==> config.mk <==
export PLATFORM = sky130hd
export DESIGN_NAME = conv_window_ctrl
export DESIGN_NICKNAME = d
export VERILOG_FILES = /design/src/rtl/conv_pkg.sv /design/src/rtl/conv_window_ctrl_raster_counter.sv /design/src/rtl/conv_window_ctrl.sv
export SDC_FILE = /design/constraint.sdc
export NUM_CORES = 1
export LEC_CHECK = 0
export BUFFER_PORTS_ARGS = -buffer_cell sky130_fd_sc_hd__buf_2
export CORE_ASPECT_RATIO = 1.25
export CORE_MARGIN = 3
export CORE_UTILIZATION = 55
export DETAILED_ROUTE_END_ITERATION = 8
export PLACE_DENSITY = 0.91
export REMOVE_ABC_BUFFERS = 1
export SYNTH_ARGS = -nofsm -noshare
export SYNTH_HDL_FRONTEND = slang
export SYNTH_HIERARCHICAL = 1
export SYNTH_SLANG_ARGS = --single-unit
export TNS_END_PERCENT = 1
==> constraint.sdc <==
create_clock -name clk -period 3.18 [get_ports clk]
set_input_delay 0.318 -clock clk [delete_from_list [all_inputs] [get_ports clk]]
set_output_delay 0.318 -clock clk [all_outputs]
set_load 0.05 [all_outputs]
==> src/rtl/conv_pkg.sv <==
// Shared types and constants for the convolution window controller.
package conv_pkg;

  // Kernel edge length of the line-buffer window generator.
  localparam int KERNEL = 5;

  // Controller phases for one frame.
  typedef enum logic [1:0] {
    IDLE   = 2'd0,
    STREAM = 2'd1,
    DRAIN  = 2'd2,
    DONE   = 2'd3
  } conv_ctrl_state_t;

  // Bits needed to hold indices 0..n-1.
  // Never returns zero, so a degenerate dimension still gets a legal 1-bit vector.
  function automatic int cnt_width(input int n);
    return (n > 1) ? $clog2(n) : 1;
  endfunction

endpackage

==> src/rtl/conv_window_ctrl_raster_counter.sv <==
// Raster position tracker: column/row counters that step on each accepted pixel.
// The column wraps at W-1 and bumps the row.
// The last pixel of the frame returns both counters to zero, ready for the next frame.
module raster_counter
  import conv_pkg::*;
#(
  parameter int W = 32,
  parameter int H = 32
) (
  input  logic                    clk,
  input  logic                    rst,
  input  logic                    en,
  output logic [cnt_width(W)-1:0] col,
  output logic [cnt_width(H)-1:0] row,
  output logic                    last
);

  localparam int CW = cnt_width(W);
  localparam int RW = cnt_width(H);

  localparam logic [CW-1:0] COL_MAX = CW'(W - 1);
  localparam logic [RW-1:0] ROW_MAX = RW'(H - 1);

  logic [CW-1:0] col_reg;
  logic [RW-1:0] row_reg;
  logic          col_wrap;

  assign col_wrap = (col_reg == COL_MAX);
  assign last     = col_wrap && (row_reg == ROW_MAX);
  assign col      = col_reg;
  assign row      = row_reg;

  // Advance the raster position on each enabled cycle; wrap column and frame.
  always_ff @(posedge clk) begin
    if (rst) begin
      col_reg <= '0;
      row_reg <= '0;
    end else if (en) begin
      if (col_wrap) begin
        col_reg <= '0;
        row_reg <= (row_reg == ROW_MAX) ? '0 : row_reg + RW'(1);
      end else begin
        col_reg <= col_reg + CW'(1);
      end
    end
  end

endmodule

==> src/rtl/conv_window_ctrl.sv <==
// Sequencer for a KxK line-buffer window generator.
// It accepts a raster pixel stream and forwards each accepted pixel to the line buffer as a shift.
// It flags only windows lying fully inside the frame, with their output-map coordinates.
// A pending window blocks further shifts until downstream takes it, so the buffer never moves under an unconsumed window.
module conv_window_ctrl
  import conv_pkg::*;
#(
  parameter int IMG_W = 32,
  parameter int IMG_H = 32,
  parameter int K     = KERNEL
) (
  input  logic                              clk,
  input  logic                              rst,
  input  logic                              start,
  input  logic                              s_valid,
  input  logic [7:0]                        s_pixel,
  output logic                              s_ready,
  output logic                              lb_valid,
  output logic [7:0]                        lb_pixel,
  output logic                              win_valid,
  output logic [cnt_width(IMG_H-K+1)-1:0]   win_row,
  output logic [cnt_width(IMG_W-K+1)-1:0]   win_col,
  input  logic                              m_ready,
  output logic                              busy,
  output logic                              frame_done
);

  localparam int CW  = cnt_width(IMG_W);
  localparam int RW  = cnt_width(IMG_H);
  localparam int WCW = cnt_width(IMG_W - K + 1);
  localparam int WRW = cnt_width(IMG_H - K + 1);

  // First raster column/row at which the KxK buffer holds a real in-frame window.
  localparam logic [CW-1:0] WARM_COL = CW'(K - 1);
  localparam logic [RW-1:0] WARM_ROW = RW'(K - 1);

  conv_ctrl_state_t state_reg;
  conv_ctrl_state_t state_next;

  logic [CW-1:0]  col;
  logic [RW-1:0]  row;
  logic           last_pixel;
  logic           accept;
  logic           window_ready;

  logic           win_valid_reg;
  logic [WRW-1:0] win_row_reg;
  logic [WCW-1:0] win_col_reg;

  // ---------------------------------------------------------------------------
  // Handshake
  // A new pixel may be accepted while streaming, provided the current window is absent or leaving this cycle.
  // That lets accept and consume overlap for 1 pixel/clk.
  // ---------------------------------------------------------------------------
  assign s_ready  = (state_reg == STREAM) && (!win_valid_reg || m_ready);
  assign accept   = s_valid && s_ready;
  assign lb_valid = accept;
  assign lb_pixel = s_pixel;

  assign busy       = (state_reg != IDLE);
  assign frame_done = (state_reg == DONE);

  // Pixel just shifted in completes a window only once K-1 rows and K-1 columns of that row are behind it.
  // This masks the warm-up rows and the row-wrap columns that still hold stale data.
  assign window_ready = accept && (row >= WARM_ROW) && (col >= WARM_COL);

  raster_counter #(
    .W (IMG_W),
    .H (IMG_H)
  ) u_raster (
    .clk  (clk),
    .rst  (rst),
    .en   (accept),
    .col  (col),
    .row  (row),
    .last (last_pixel)
  );

  // ---------------------------------------------------------------------------
  // Frame sequencing
  // ---------------------------------------------------------------------------

  // Next-state decode: stream until the final pixel, then drain the last window.
  always_comb begin
    state_next = state_reg;
    unique case (state_reg)
      IDLE: begin
        if (start) begin
          state_next = STREAM;
        end
      end
      STREAM: begin
        if (accept && last_pixel) begin
          state_next = DRAIN;
        end
      end
      DRAIN: begin
        if (win_valid_reg && m_ready) begin
          state_next = DONE;
        end
      end
      DONE: begin
        state_next = IDLE;
      end
      default: begin
        state_next = IDLE;
      end
    endcase
  end

  // State register; reset abandons any partial frame.
  always_ff @(posedge clk) begin
    if (rst) begin
      state_reg <= IDLE;
    end else begin
      state_reg <= state_next;
    end
  end

  // ---------------------------------------------------------------------------
  // Window flag and coordinates
  // The line buffer is registered, so the window for a pixel accepted now is presented next cycle.
  // A new window replaces a consumed one with no bubble.
  // An unconsumed window holds together with its coordinates.
  // ---------------------------------------------------------------------------

  // Window present/consumed tracking with output-map coordinates.
  always_ff @(posedge clk) begin
    if (rst) begin
      win_valid_reg <= 1'b0;
      win_row_reg   <= '0;
      win_col_reg   <= '0;
    end else if (window_ready) begin
      win_valid_reg <= 1'b1;
      win_row_reg   <= WRW'(row - WARM_ROW);
      win_col_reg   <= WCW'(col - WARM_COL);
    end else if (m_ready) begin
      win_valid_reg <= 1'b0;
    end
  end

  assign win_valid = win_valid_reg;
  assign win_row   = win_row_reg;
  assign win_col   = win_col_reg;

endmodule

=== Word-level counts from Yosys, hierarchy flattened ===
Cells that the tools add are included.

* Output and inout port bits: 23
* Register bits after elaboration: 23
* Input bits: 13
* Logic and storage cells: 42

* Reductions and logical operators: 14
* Equal/unequal tests: 8
* Magnitude comparators: 2
* Muxes and demuxes: 8
* $add $sub $neg: 4

{| class="wikitable"
|+ Operator list
! kind !! count
|-
| $add 5x1->5 const B || 2
|-
| $eq 5x5->1 const B || 2
|-
| $ge 5x3->1 const B || 2
|-
| $mux 5 || 2
|-
| $sub 5x3->5 const B || 2
|-
| $pmux 2 s4 || 1
|-
| $logic_and 1x1->1 || 7
|-
| $mux 2 || 3
|-
| $eq 2x2->1 const B || 2
|-
| $ne 2x2->1 const B || 2
|-
| $reduce_bool 2->1 || 2
|-
| $reduce_and 3->1 || 1
|-
| $eq 2x1->1 const B || 1
|-
| $logic_not 2->1 || 1
|-
| $mux 1 || 2
|-
| $ne 2x1->1 const B || 1
|-
| $reduce_and 2->1 || 1
|-
| $logic_not 1->1 || 1
|-
| $logic_or 1x1->1 || 1
|}

=== Logic depth before layout (Yosys ltp) ===
* Depth in word-level cells: 7
* Mapped depth: 9
* Gate-level depth less buffers: 7

=== Cells and area by module ===
Netlist, hierarchy kept.

{| class="wikitable"
|+ By module, submodules not included
! module !! sequential area each (µm²) !! cells each !! area each (µm²) !! times used
|-
| conv_window_ctrl || 260.2 || 88 || 812.0 || 1
|-
| raster_counter || 200.2 || 56 || 499.2 || 1
|}

=== Worst setup path before layout ===
OpenSTA, ideal clock, no wires.

* Path type: reg-to-reg
* Start: reg win_valid_reg (netlist: win_valid)
* End: reg u_raster.row_reg[2] (netlist: u_raster/row[2])
* Data required time: 3.109 ns
* Buffers on the path: 2
* Slack: 1.007 ns
* Setup time: 0.071 ns
* Arrival time: 2.102 ns
* Period minus slack after synthesis: 2.173 ns
* Stages on the path, launching flop included: 9
* Path through: dfxtp_1 -> nand2b_2 -> nand3_1 -> inv_1 -> buf_4 -> buf_4 -> nand2_2 -> or4b_1 -> a21oi_1

* Word-level cells in the longest chain between the ends: 5

{| class="wikitable"
|+ Ends and longest elaborated chain
! item !! RTL line !! RTL
|-
| from (decl) || conv_window_ctrl.sv:46 || <nowiki>logic win_valid_reg;</nowiki>
|-
| from (signal assigned) || conv_window_ctrl.sv:130 || <nowiki>win_valid_reg <= 1'b0;</nowiki>
|-
| from (signal assigned) || conv_window_ctrl.sv:134 || <nowiki>win_valid_reg <= 1'b1;</nowiki>
|-
| from (signal assigned) || conv_window_ctrl.sv:138 || <nowiki>win_valid_reg <= 1'b0;</nowiki>
|-
| $logic_not 1->1 || conv_window_ctrl.sv:55 || <nowiki>assign s_ready = (state_reg == STREAM) && (!win_valid_reg || m_ready);</nowiki>
|-
| $logic_or 1x1->1 || conv_window_ctrl.sv:55 ||
|-
| $logic_and 1x1->1 || conv_window_ctrl.sv:55 ||
|-
| $logic_and 1x1->1 || conv_window_ctrl.sv:56 || <nowiki>assign accept = s_valid && s_ready;</nowiki>
|-
| named net lb_valid || conv_window_ctrl.sv:18 || <nowiki>output logic lb_valid,</nowiki>
|-
| $reduce_and 2->1 (no source line) || - ||
|-
| to (signal assigned) || conv_window_ctrl_raster_counter.sv:41 || <nowiki>row_reg <= (row_reg == ROW_MAX) ? '0 : row_reg + RW'(1);</nowiki>
|-
| to (decl) || conv_window_ctrl_raster_counter.sv:25 || <nowiki>logic [RW-1:0] row_reg;</nowiki>
|}

The timed path passes the listed nets, and every way through them passes these cells.
A chain may end at the register's enable or synchronous reset.

=== Worst setup path in the final report ===
* Start: reg state_reg[1]
* End: out lb_valid

* Word-level cells in the longest chain between the ends: 3

{| class="wikitable"
|+ Ends and longest elaborated chain
! item !! RTL line !! RTL
|-
| from (decl) || conv_window_ctrl.sv:37 || <nowiki>conv_ctrl_state_t state_reg;</nowiki>
|-
| from (signal assigned) || conv_window_ctrl.sv:116 || <nowiki>state_reg <= state_next;</nowiki>
|-
| $eq 2x1->1 || conv_window_ctrl.sv:55 ||
|-
| $logic_and 1x1->1 || conv_window_ctrl.sv:55 ||
|-
| $logic_and 1x1->1 || conv_window_ctrl.sv:56 ||
|-
| to (decl) || conv_window_ctrl.sv:18 ||
|}

Every way passes these cells.

==> key figures <==
Yosys
  – Synth top area share: 35.11%
  – Ys async rst share: 0%
  – Mapped cell area: 0.001311 mm²
  – Yosys reg bits: 23
  – Cell count after synthesis: 144
  – Avg Inst Size Synth: 9.106 µm²
  – Largest cells by area after synthesis: dfxtp_1 (35%), ha_1 (12%), a21oi_1 (5.7%)
  – Area leader, netlist: dfxtp_1
  – EDFF count, synth: 0
  – Yosys warnings: 6
  – Sequential share of the synthesized area: 35.11%
  – Main flop type after synthesis: dfxtp_1
  – Synth unique cells: 35

Power and ir drop
  – Peak supply drop: 348.3 µV
  – Power, Total: 0.6700 mW
  – Combinational Power Share: 33.3%
  – Pwr dens: 483.3 mW/mm²
  – LEAKAGE: 0.5769 nW
  – Reg power frac: 47.5%
  – P_sw: 0.2548 mW
  – Cell Int Power: 0.4152 mW
  – Clk pwr share: 19.3%
  – Switching part of the total: 38.03%

Clock network
  – TritonCTS Sinks: 23
  – Setup Buffers After CTS: 0
  – Worst skew pair latency: 0.30 ns
  – CTS tree: built
  – Longest Clk Path Bufs: 2
  – Resized Gates After CTS: 0
  – Num CTS Buffers: 3
  – Hold buffers post-CTS: 0
  – Root Buffer: clkbuf_4
  – CTS H-tree depth: 1
  – Clk pin slew, worst setup/hold paths: 0.12 ns

Drt
  – DR WL/cell: 13.45 µm
  – 1st-pass router iterations: 4
  – Antenna-violating nets left: 0
  – DRT Wirelength: 2501 µm
  – Detailed-route vias per instance: 5.694
  – Routed vias: 1059
  – DRT iter0 DRCs: 34
  – Residual DRC: 0

Timing
  – PnR worst setup slack: 0.9086 ns
  – Worst Max-Slew Pin Slew: 0.4106 ns
  – Clock Skews: 0.004391 ns
  – Setup violators final: 0
  – Setup TNS: 0 ns
  – Final period util: 71.43%
  – Slew headroom: 72.63%
  – Tmin final: 2.271 ns
  – RSZ-0062 raised after global routing: no
  – Final hold slack: 0.3477 ns
  – Final hold viol count: 0
  – Max-slew violation count: 0
  – Achievable Freq: 440.3 MHz

Die
  – Core area: 0.002235 mm²
  – Die Y: 60.59 µm
  – Row count: 19
  – I/O pin total: 36
  – Initial Util: 58.68%
  – Die area: 0.003010 mm²
  – Die W: 49.67 µm

Worst setup path
  – R2R cell count: 8
  – WP depth: 6
  – Critical path startpoint category: register
  – Reg2Reg Launch Point: state_reg[1]
  – CP arrival: 1.95 ns
  – Top delay family on crit path: buffers and inverters
  – Worst Path Max Fanout: 13
  – Most frequent CP cell: inv_1
  – CP startpoint: state_reg[1]
  – CP Capture Type: output port
  – Critical Path RT: 2.86 ns
  – Max stage delay on crit path: 0.35 ns
  – CP max stage cell: dfxtp_1
  – Worst-path cell chain: inv_1 > ha_1 > nand3_1 > inv_1 > buf_4 > buf_2
  – Worst path bufs/invs: 4
  – WS Path Type: register to output port

Layout
  – ANT cells: 0
  – Area Overhead vs Synth: 5.725%
  – Finished Cell Area: 0.001386 mm²
  – Fin nets: 182
  – Finished Layout Cells: 186
  – Share of post-route cells with drive strength above 1: 25.16%
  – Post-Route Utilization: 62.04%

Global routing
  – GR Overflow Total: 0
  – First-pass GRT wire length: 4533 µm
  – Total track usage: 18.98%
  – Initial antenna violation count: 0
  – Pin count of the biggest net entering global routing: 24
  – Vias in the first global route: 1094

Placement
  – HPWL after DPL: 1928 µm
  – Placed cell count: 182
  – Place WS: 1.039 ns
  – RD Place Congestion: 0.7994
  – Port bufs: 19
  – DP Area: 0.001359 mm²

Hold path
  – Worst hold-check path type: input port to register
  – Hold Path Depth: 3
  – Hold path start: m_ready

Flow run
  – Max-cap check violation count: 0

Run status
  – Status: complete, no violations
Yosys cell counts (2+ instances only):
master and n:
dfxtp_1 23, a21oi_1 15, ha_1 13, inv_1 11, buf_4 10, nand3_1 10
o21ai_0 8, nor2_1 7, a211oi_1 6, a21oi_2 5, nand2_1 4, mux2i_1 3
a31oi_1 2, and2_1 2, and3_1 2, nor3b_2 2, or4_1 2, xnor2_1 2
final cells by class:
| type | count | area (µm²) |
|---|---|---|
| tap | 31 | 38.79 |
| clock buffer | 3 | 22.52 |
| fill | 190 | 848.3 |
| inverter | 11 | 41.29 |
| timing repair buffer | 20 | 102.6 |
| multi-input combinational | 97 | 715.7 |
| sequential | 23 | 460.4 |
| clock inverter | 1 | 5.005 |
power by group through the flow:
stage                     Clock (mW)  Sequential, mW  Combinational (mW)
after floorplan                    0           0.321               0.173
after global placement             0           0.322               0.209
after detailed placement           0           0.324               0.223
after CTS                      0.133           0.318               0.224
after global routing           0.151           0.320               0.246
final                          0.129           0.318               0.223
per-layer routing:
| layer | track usage (%) | up-vias | share of wire, % |
|---|---|---|---|
| li1 | - | 525 | - |
| met1 | 19.76 | 490 | 43 |
| met2 | 36.11 | 42 | 51 |
| met3 | 5.651 | 2 | 5.8 |
| met4 | 7.115 | 0 | 0.56 |
| met5 | 0 | - | 0 |
worst min-delay path: stages:
cell and delay [ns]:
buf_2 0.08, nand2b_2 0.14, a21oi_1 0.07
path summary, 6_finish.rpt:
| path | to | slack [ns] |
|---|---|---|
| max | lb_valid | 0.91 |
| min | win_valid | 0.35 |
| max reg2reg | u_raster/col[3] | 1.01 |
| min reg2reg | win_row[0] | 0.49 |
layout by cell type, fill, tap and decap left out, drive strengths merged:
| master | instances |
|---|---|
| a211oi | 6 |
| a21o | 1 |
| a21oi | 20 |
| a2bb2oi | 1 |
| a311oi | 1 |
| a31o | 1 |
| a31oi | 2 |
| and2 | 2 |
| and3 | 2 |
| and4bb | 1 |
| buf | 20 |
| clkbuf | 3 |
| clkinv | 1 |
| dfxtp | 23 |
| ha | 13 |
| inv | 11 |
| mux2i | 3 |
| nand2 | 5 |
| nand2b | 1 |
| nand3 | 10 |
| nor2 | 8 |
| nor3b | 3 |
| o21ai | 8 |
| o22a | 1 |
| o22ai | 1 |
| or3 | 2 |
| or4 | 2 |
| or4b | 1 |
| xnor2 | 2 |
cells by family after synthesis:
family,count (synthesis),share of synthesized area [%]
AND/OR/NAND/NOR,37,17.18
multiplexers,3,2.290
adder cells (fa/ha/maj),13,12.40
AO/OA/AOI/OAI,42,21.37
flip-flops,23,35.11
buffers and inverters,24,10.30
XOR/XNOR,2,1.336
Note: power is estimated with default switching activity, not from simulation.
